$ cat src/rtl/e203_defines.sv
// Shared constants and FSM state encoding for the IFU JALR target scheduler.
package e203_defines;

  localparam int unsigned XLEN_DEF    = 32;
  localparam int unsigned RFIDX_W_DEF = 5;
  localparam int unsigned CNT_W_DEF   = 16;

  localparam int unsigned RF_IDX_X0 = 0;
  localparam int unsigned RF_IDX_X1 = 1;

  typedef enum logic [1:0] {
    ST_IDLE     = 2'd0,
    ST_WAIT_DEP = 2'd1,
    ST_REQ      = 2'd2,
    ST_RDATA    = 2'd3
  } jalr_state_e;

endpackage

$ cat src/rtl/e203_ifu_jalr_dep_chk.sv
// Combinational check that the JALR rs1 operand is safe to read:
// no long-pipe op outstanding and no IR-stage writer of the same register.
module e203_ifu_jalr_dep_chk #(
  parameter int unsigned RFIDX_W = 5
) (
  input  logic               oitf_empty_i,
  input  logic               ir_valid_i,
  input  logic               ir_rden_i,
  input  logic [RFIDX_W-1:0] ir_rdidx_i,
  input  logic [RFIDX_W-1:0] rs1_idx_i,
  output logic               dep_clr_c_o
);

  logic ir_hazard;

  assign ir_hazard   = ir_valid_i & ir_rden_i & (ir_rdidx_i == rs1_idx_i);
  assign dep_clr_c_o = oitf_empty_i & ~ir_hazard;

endmodule

$ cat src/rtl/e203_ifu_jalr_sched.sv
// IFU branch-target scheduler: predicts next PC for JAL/BXX/JALR and sequences
// the JALR rs1 fetch. Optional x1 bypass enabled by E203_JALR_X1_FWD_EN.
module e203_ifu_jalr_sched
  import e203_defines::*;
#(
  parameter int unsigned XLEN    = XLEN_DEF,
  parameter int unsigned RFIDX_W = RFIDX_W_DEF,
  parameter int unsigned CNT_W   = CNT_W_DEF
) (
  input  logic               clk,
  input  logic               rst,
  input  logic               dec_valid,
  input  logic               dec_jal,
  input  logic               dec_jalr,
  input  logic               dec_bxx,
  input  logic [RFIDX_W-1:0] dec_jalr_rs1idx,
  input  logic [XLEN-1:0]    dec_bjp_imm,
  input  logic [XLEN-1:0]    pc,
  input  logic               flush,
  input  logic               oitf_empty,
  input  logic               ir_valid,
  input  logic               ir_rden,
  input  logic [RFIDX_W-1:0] ir_rdidx,
  input  logic [XLEN-1:0]    rf_x1,
  output logic               rs1_req,
  input  logic               rs1_gnt,
  output logic [RFIDX_W-1:0] rs1_idx,
  input  logic [XLEN-1:0]    rs1_rdata,
  output logic               bpu_wait,
  output logic               tgt_valid,
  output logic               prdt_taken,
  output logic [XLEN-1:0]    tgt_pc,
  output logic [CNT_W-1:0]   stall_cnt
);

  localparam logic [XLEN-1:0]    LSB_CLR = ~XLEN'(1);
  localparam logic [CNT_W-1:0]   CNT_MAX = '1;
  localparam logic [RFIDX_W-1:0] IDX_X0  = RFIDX_W'(RF_IDX_X0);
  localparam logic [RFIDX_W-1:0] IDX_X1  = RFIDX_W'(RF_IDX_X1);

  jalr_state_e        state_q, state_d;
  logic [XLEN-1:0]    imm_q, imm_d;
  logic [RFIDX_W-1:0] idx_q, idx_d;
  logic               rs1_req_q, rs1_req_d;
  logic [RFIDX_W-1:0] rs1_idx_q, rs1_idx_d;
  logic               bpu_wait_q, bpu_wait_d;
  logic               tgt_valid_q, tgt_valid_d;
  logic               prdt_taken_q, prdt_taken_d;
  logic [XLEN-1:0]    tgt_pc_q, tgt_pc_d;
  logic [CNT_W-1:0]   stall_cnt_q, stall_cnt_d;

  logic               dep_clr;
  logic [XLEN-1:0]    pc_sum;
  logic [XLEN-1:0]    rs1_sum;
  logic [XLEN-1:0]    x1_sum;

  e203_ifu_jalr_dep_chk #(
    .RFIDX_W (RFIDX_W)
  ) u_dep_chk (
    .oitf_empty_i (oitf_empty),
    .ir_valid_i   (ir_valid),
    .ir_rden_i    (ir_rden),
    .ir_rdidx_i   (ir_rdidx),
    .rs1_idx_i    (idx_q),
    .dep_clr_c_o  (dep_clr)
  );

`ifdef E203_JALR_X1_FWD_EN
  localparam bit X1_FWD = 1'b1;
  assign x1_sum = rf_x1 + imm_q;
`else
  localparam bit X1_FWD = 1'b0;
  logic unused_rf_x1;
  assign x1_sum      = '0;
  assign unused_rf_x1 = ^rf_x1;
`endif

  assign pc_sum  = pc + dec_bjp_imm;
  assign rs1_sum = rs1_rdata + imm_q;

  // Next-state and registered-output computation; flush overrides at the end.
  always_comb begin
    state_d      = state_q;
    imm_d        = imm_q;
    idx_d        = idx_q;
    rs1_req_d    = 1'b0;
    rs1_idx_d    = '0;
    bpu_wait_d   = 1'b0;
    tgt_valid_d  = 1'b0;
    prdt_taken_d = 1'b0;
    tgt_pc_d     = tgt_pc_q;
    stall_cnt_d  = (bpu_wait_q && (stall_cnt_q != CNT_MAX)) ?
                   stall_cnt_q + CNT_W'(1) : stall_cnt_q;

    unique case (state_q)
      ST_IDLE: begin
        if (dec_valid) begin
          if (dec_jal) begin
            tgt_valid_d  = 1'b1;
            prdt_taken_d = 1'b1;
            tgt_pc_d     = pc_sum;
          end else if (dec_jalr) begin
            if (dec_jalr_rs1idx == IDX_X0) begin
              tgt_valid_d  = 1'b1;
              prdt_taken_d = 1'b1;
              tgt_pc_d     = dec_bjp_imm & LSB_CLR;
            end else begin
              imm_d      = dec_bjp_imm;
              idx_d      = dec_jalr_rs1idx;
              bpu_wait_d = 1'b1;
              state_d    = ST_WAIT_DEP;
            end
          end else if (dec_bxx) begin
            tgt_valid_d  = 1'b1;
            prdt_taken_d = dec_bjp_imm[XLEN-1];
            tgt_pc_d     = pc_sum;
          end
        end
      end
      ST_WAIT_DEP: begin
        bpu_wait_d = 1'b1;
        if (dep_clr) begin
          if (X1_FWD && (idx_q == IDX_X1)) begin
            bpu_wait_d   = 1'b0;
            tgt_valid_d  = 1'b1;
            prdt_taken_d = 1'b1;
            tgt_pc_d     = x1_sum & LSB_CLR;
            state_d      = ST_IDLE;
          end else begin
            rs1_req_d = 1'b1;
            rs1_idx_d = idx_q;
            state_d   = ST_REQ;
          end
        end
      end
      ST_REQ: begin
        bpu_wait_d = 1'b1;
        if (rs1_gnt) begin
          state_d = ST_RDATA;
        end else begin
          rs1_req_d = 1'b1;
          rs1_idx_d = idx_q;
        end
      end
      ST_RDATA: begin
        tgt_valid_d  = 1'b1;
        prdt_taken_d = 1'b1;
        tgt_pc_d     = rs1_sum & LSB_CLR;
        state_d      = ST_IDLE;
      end
      default: state_d = ST_IDLE;
    endcase

    if (flush) begin
      state_d      = ST_IDLE;
      rs1_req_d    = 1'b0;
      rs1_idx_d    = '0;
      bpu_wait_d   = 1'b0;
      tgt_valid_d  = 1'b0;
      prdt_taken_d = 1'b0;
      tgt_pc_d     = tgt_pc_q;
    end
  end

  always_ff @(posedge clk) begin
    if (rst) begin
      state_q      <= ST_IDLE;
      imm_q        <= '0;
      idx_q        <= '0;
      rs1_req_q    <= 1'b0;
      rs1_idx_q    <= '0;
      bpu_wait_q   <= 1'b0;
      tgt_valid_q  <= 1'b0;
      prdt_taken_q <= 1'b0;
      tgt_pc_q     <= '0;
      stall_cnt_q  <= '0;
    end else begin
      state_q      <= state_d;
      imm_q        <= imm_d;
      idx_q        <= idx_d;
      rs1_req_q    <= rs1_req_d;
      rs1_idx_q    <= rs1_idx_d;
      bpu_wait_q   <= bpu_wait_d;
      tgt_valid_q  <= tgt_valid_d;
      prdt_taken_q <= prdt_taken_d;
      tgt_pc_q     <= tgt_pc_d;
      stall_cnt_q  <= stall_cnt_d;
    end
  end

  assign rs1_req    = rs1_req_q;
  assign rs1_idx    = rs1_idx_q;
  assign bpu_wait   = bpu_wait_q;
  assign tgt_valid  = tgt_valid_q;
  assign prdt_taken = prdt_taken_q;
  assign tgt_pc     = tgt_pc_q;
  assign stall_cnt  = stall_cnt_q;

endmodule

$ cat config.mk
export PLATFORM = sky130hd
export DESIGN_NAME = e203_ifu_jalr_sched
export DESIGN_NICKNAME = d
export VERILOG_FILES = /design/src/rtl/e203_defines.sv /design/src/rtl/e203_ifu_jalr_dep_chk.sv /design/src/rtl/e203_ifu_jalr_sched.sv
export SDC_FILE = /design/constraint.sdc
export NUM_CORES = 1
export LEC_CHECK = 0
export ABC_AREA = 1
export BUFFER_PORTS_ARGS = -buffer_cell sky130_fd_sc_hd__buf_4
export CELL_PAD_IN_SITES_DETAIL_PLACEMENT = 0
export CELL_PAD_IN_SITES_GLOBAL_PLACEMENT = 1
export CORE_MARGIN = 2
export CORE_UTILIZATION = 41
export CTS_BUF_LIST = sky130_fd_sc_hd__clkbuf_4
export CTS_CLUSTER_DIAMETER = 60
export CTS_CLUSTER_SIZE = 28
export DETAILED_ROUTE_END_ITERATION = 16
export HOLD_SLACK_MARGIN = 0.02
export PLACE_DENSITY_LB_ADDON = 0.1
export SYNTH_ARGS = -nofsm -noshare
export SYNTH_HDL_FRONTEND = slang
export SYNTH_SLANG_ARGS = --single-unit
$ cat constraint.sdc
create_clock -name clk -period 4.5 [get_ports clk]
set_input_delay 0.225 -clock clk [delete_from_list [all_inputs] [get_ports clk]]
set_output_delay 0.225 -clock clk [all_outputs]
set_load 0.03 [all_outputs]
Yosys cells after proc, flatten, opt, wreduce, memory -nomap -nowiden:

Index checks and enable logic that the tools add are counted.

* register bits after elaboration: 96
* logic and storage cells: 77
* output and inout port bits: 57
* input bits: 149

* bitwise operators: 7
* equal/unequal tests: 13
* $add $sub $neg: 3
* muxes and demuxes: 35
* reductions and logical operators: 9

Operators by type and width (count)
* $mux 32: 5
* $add 32x32->32: 2
* $pmux 32 s2: 1
* $add 16x1->16 const B: 1
* $ne 16x16->1 const B: 1
* $mux 1: 15
* $mux 2: 6
* $ne 2x2->1 const B: 6
* $mux 5: 2
* $pmux 5 s2: 1
* $reduce_and 5->1: 2
* $ne 4x4->1 const B: 2
* $pmux 1 s2: 4
* $pmux 2 s4: 1
* $reduce_and 6->1: 1
* $eq 5x5->1: 1
* $logic_not 5->1: 1
* $eq 2x2->1 const B: 2
* $not 1->1: 4
* $reduce_or 2->1: 2
* $and 1x1->1: 3
* $eq 2x1->1 const B: 1
* $logic_not 2->1: 1
* $reduce_bool 2->1: 1
* $logic_and 1x1->1: 1

Logic depth before layout (Yosys ltp):

* depth after elaboration: 6
* mapped depth: 16
* mapped depth without buffers: 16

Cells and area by module:

A second synthesis with hierarchy kept.

* cell total of the unflattened synthesis: 1598
* area, all modules: 8973.6 sq um

Modules (own cells, without submodules)
* e203_ifu_jalr_sched: cells each 1570, times used 1, seq. area each 1921.8 sq um, area an instance 8863.5 sq um
* e203_ifu_jalr_dep_chk: cells each 28, times used 1, seq. area each 0.0 sq um, area an instance 110.1 sq um

Least setup slack after synthesis:

Ideal clock, no wire load.

* kind: flip-flop to flip-flop
* from: reg stall_cnt_q[1] (netlist: stall_cnt[1])
* to: reg stall_cnt_q[14] (netlist: stall_cnt[14])
* data arrival time: 1739 ps
* path buffers: 0
* setup slack: 2630 ps
* library setup time: 131 ps
* clock period less this slack: 1870 ps
* required time: 4369 ps
* cell stages (with the launch flop): 10
* cells stage by stage: dfxtp_1 -> ha_1 -> nand3_1 -> nor2_1 -> nand4_1 -> nor2_1 -> nand3_1 -> or2_1 -> nor2_1 -> nor3b_2

* word-level cells in the longest chain between the ends: 2
* elaborated cells between the ends (all ways): 3
* classes of those cells: 1 x add/sub; 1 x eq/ne; 1 x reduce/logical

Ends and longest elaborated chain
* start: declaration: RTL line e203_ifu_jalr_sched.sv:50 `logic [CNT_W-1:0] stall_cnt_q, stall_cnt_d;`
* start signal: assignment: RTL line e203_ifu_jalr_sched.sv:187 `stall_cnt_q <= stall_cnt_d;`
* parallel branches: the longest is 2 deep, another holds $add 16x1->16

Parallel ways; which one is timed is not known.
A chain may end at the register's enable or synchronous reset.

Worst setup path after layout:

* from: reg state_q[0]
* to: reg imm_q[1]

* word-level cells in the longest chain between the ends: 2

Ends and longest elaborated chain
* start: declaration: RTL line e203_ifu_jalr_sched.sv:41 `jalr_state_e state_q, state_d;`
* start signal: assignment: RTL line e203_ifu_jalr_sched.sv:178 `state_q <= state_d;`
* $logic_not 2->1: RTL line e203_ifu_jalr_sched.sv:95 `unique case (state_q)`
* $reduce_and 5->1 (no line)
* end signal: assignment: RTL line e203_ifu_jalr_sched.sv:179 `imm_q <= imm_d;`
* end: declaration: RTL line e203_ifu_jalr_sched.sv:42 `logic [XLEN-1:0] imm_q, imm_d;`

No other way between the ends.

==> run metrics <==
outcome finished, final reports clean; Final GP Congestion 0.940; root buffer cell clkbuf_4; startpoint types register; Yosys cell types 44; clock buffer count from CTS 9; placed cells 2006; total negative slack 0 ps; WS Path Type reg -> reg; TritonCTS Sinks 96; fmax 0.374 GHz; Port-buffer cells 173; Row Count 54; MaxCap Viol Count 0; HP Class in -> reg; clock buffer depth 2; actual slew at the worst max-slew pin 738 ps; initial antenna violation count 1; Overflow after GRT 0; Detail Route Antenna Nets 0; Total Routing Usage GR 25.6%; clk slew on worst S/H paths 170 ps; setup bufs post-CTS 0; 1st-iter DRT viols 576; worst endpoint required time 4830 ps; Die X 152 um; WL/cell 14.7 um; Crit Path Max Fanout 41; fin cells 2050; max_slew headroom 50.7%; via count 10100; Worst Setup End Kind register; Post-synth EDFFs 0; final period utilization 59.4%; H-tree depth 3; final max-slew violation count 0; layout cells sized above 1 12.1%; global-route wire length before repair 47600 um; Starting Density 41.5%; vias in the first global route 9240; Synth Net Count 1800; asr flop ratio synth 0%; Core Region 21700 sq um; leakage power 5.97 nW; Initial DRT Pass Iterations 5; CTS tree built; CTS hold repair buffers 27; die area 23200 sq um; drt total wl 30200 um; die height 152 um; clock skew 41.3 ps; PD cells 209 nW/um^2; post_cts resized 0; Synth Flop Type dfxtp_1; min cycle time layout 2670 ps; VDD IR max 0.149 mV; CP arrival 3000 ps; syn_area_per_cell 5.69 sq um; Layout Nets 1982; Via density 4.93; Post-Synthesis Cells 1582; clock latency on the worst-skew pair 490 ps; sequential fraction of the synthesis area 21.3%; I/O pins 206; Ys Warns 0; synthesis-to-finish area growth 21.2%; RSZ-0062 raised after global routing false; DRC 0; Cell Area, Synth 9000 sq um; #FFs+latches synth 96; Fin. Hold Viols 0; Final HPWL DP 24700 um; # setup viols final 0; pin count of the biggest net entering global routing 63
## where the power goes
part           internal (mW)  switching [mW]  total, mW  leakage [nW]
registers              0.893          0.0285      0.922         0.783
clock network          0.122           0.334      0.456        0.0619
logic                  0.333           0.565      0.899          5.13
total                   1.35           0.928       2.28          5.97
## flip-flops by register name, indices dropped and copies added (netlist names)
signal,count
tgt_pc,32
tgt_valid,1
rs1_idx,5
rs1_req,1
stall_cnt,16
idx_q,5
state_q,2
bpu_wait,1
prdt_taken,1
imm_q,32
## cells in the mapped netlist (all sizes together) (2+ instances only)
library cell	n	area [sq um]
nor4	2	27.5
buf	16	113
or2	2	12.5
nand2	469	1780
nand3b	6	45.0
o21ai	121	609
ha	67	838
xnor2	2	17.5
nor3	24	130
a21oi	93	465
nand3	107	536
a211oi	3	22.5
nor2	215	830
dfxtp	96	1920
inv	270	1020
nand4	15	109
o22ai	3	18.8
and2	2	12.5
a31oi	7	43.8
o211ai	2	20.0
xor2	18	158
fa	2	40.0
clkbuf	17	65.1
nor3b	4	35.0
o21bai	17	128
## layer usage
layer	GRT usage, %	up-vias	wire length, um
li1	-	5380	-
met1	38.4	4500	15500
met2	40.6	209	13200
met3	2.33	16	1210
met4	3.96	0	289
met5	0	-	0
## cell usage in the layout, fill, tap and decap left out, types with 2 or more instances in the layout
cell / Yosys / layout
xor2_1: 18 / 18
nand3_1: 107 / 107
a31oi_1: 7 / 7
fa_1: 2 / 2
nor3b_1: 3 / 3
nand2_1: 463 / 463
buf_4: 3 / 177
dfxtp_1: 96 / 96
o21bai_1: 17 / 17
o22ai_1: 3 / 3
inv_1: 266 / 266
nor3_2: 2 / 2
a211oi_1: 3 / 3
nand2_2: 5 / 5
and2_1: 2 / 2
nand4_1: 14 / 14
xnor2_1: 2 / 2
clkbuf_4: 0 / 9
ha_1: 67 / 67
nor2_4: 3 / 3
a21oi_1: 93 / 93
nand3b_1: 6 / 6
dlygate4sd3_1: 0 / 27
nor2_1: 212 / 212
clkinvlp_4: 0 / 3
inv_2: 3 / 3
nor3_1: 22 / 22
o21ai_0: 120 / 120
inv_6: 0 / 2
## metrics by stage
| stage | hold slack [ps] | util (%) | total power, mW | setup WS [ps] | area [sq um] |
|---|---|---|---|---|---|
| finish | 56.8 | 50.3 | 2.28 | 1830 | 10900 |
| global route | 25.9 | 50.3 | 2.43 | 1630 | 10900 |
| CTS | 24.9 | 50.3 | 2.29 | 1870 | 10900 |
| detailed placement | 472 | 48.4 | 1.81 | 1900 | 10500 |
| global placement | 464 | 48.4 | 1.81 | 1940 | 10500 |
| floorplan | 360 | - | 1.50 | 2630 | 9000 |
## cell families (layout without fill, tap and decap cells)
group	count (synthesis)	after routing	synth area share (%)
other	0	1	0
xor gates and xnor gates	20	20	1.95
AOI/OAI and AO/OA	247	247	14.6
adders and majority gates	69	69	9.75
DFF	96	96	21.3
and+or+nand+nor	846	846	39.1
buffers and inverters	304	491	13.3
## worst max-delay path: stages, from the launching register on
cell and delay, ps:
dfxtp_1 360, inv_1 120, ha_1 250, inv_1 130, nor2_4 140, nand2_4 70
nor2_4 540, inv_2 490, o21ai_0 330, a21oi_1 60
## area by class of cell
type                            instances  area (sq um)
Antenna cell                            1          2.50
Multi-Input combinational cell       1182          5890
Timing Repair Buffer                  204          1600
Clock buffer                            9          67.6
Fill cell                            2378         10800
Clock inverter                          7          65.1
Inverter                              271          1020
Sequential cell                        96          1920
Tap cell                              280           350
## path summary, 6_finish.rpt
kind / start / to / slack (ps) / cells past startpoint
min reg2reg: stall_cnt[4] / stall_cnt[4] / 500 / 2
min: flush / state_q[0] / 60 / 4
max reg2reg: state_q[0] / imm_q[1] / 1830 / 9
max: state_q[0] / imm_q[1] / 1830 / 9
(Power assumes the default switching activity.)
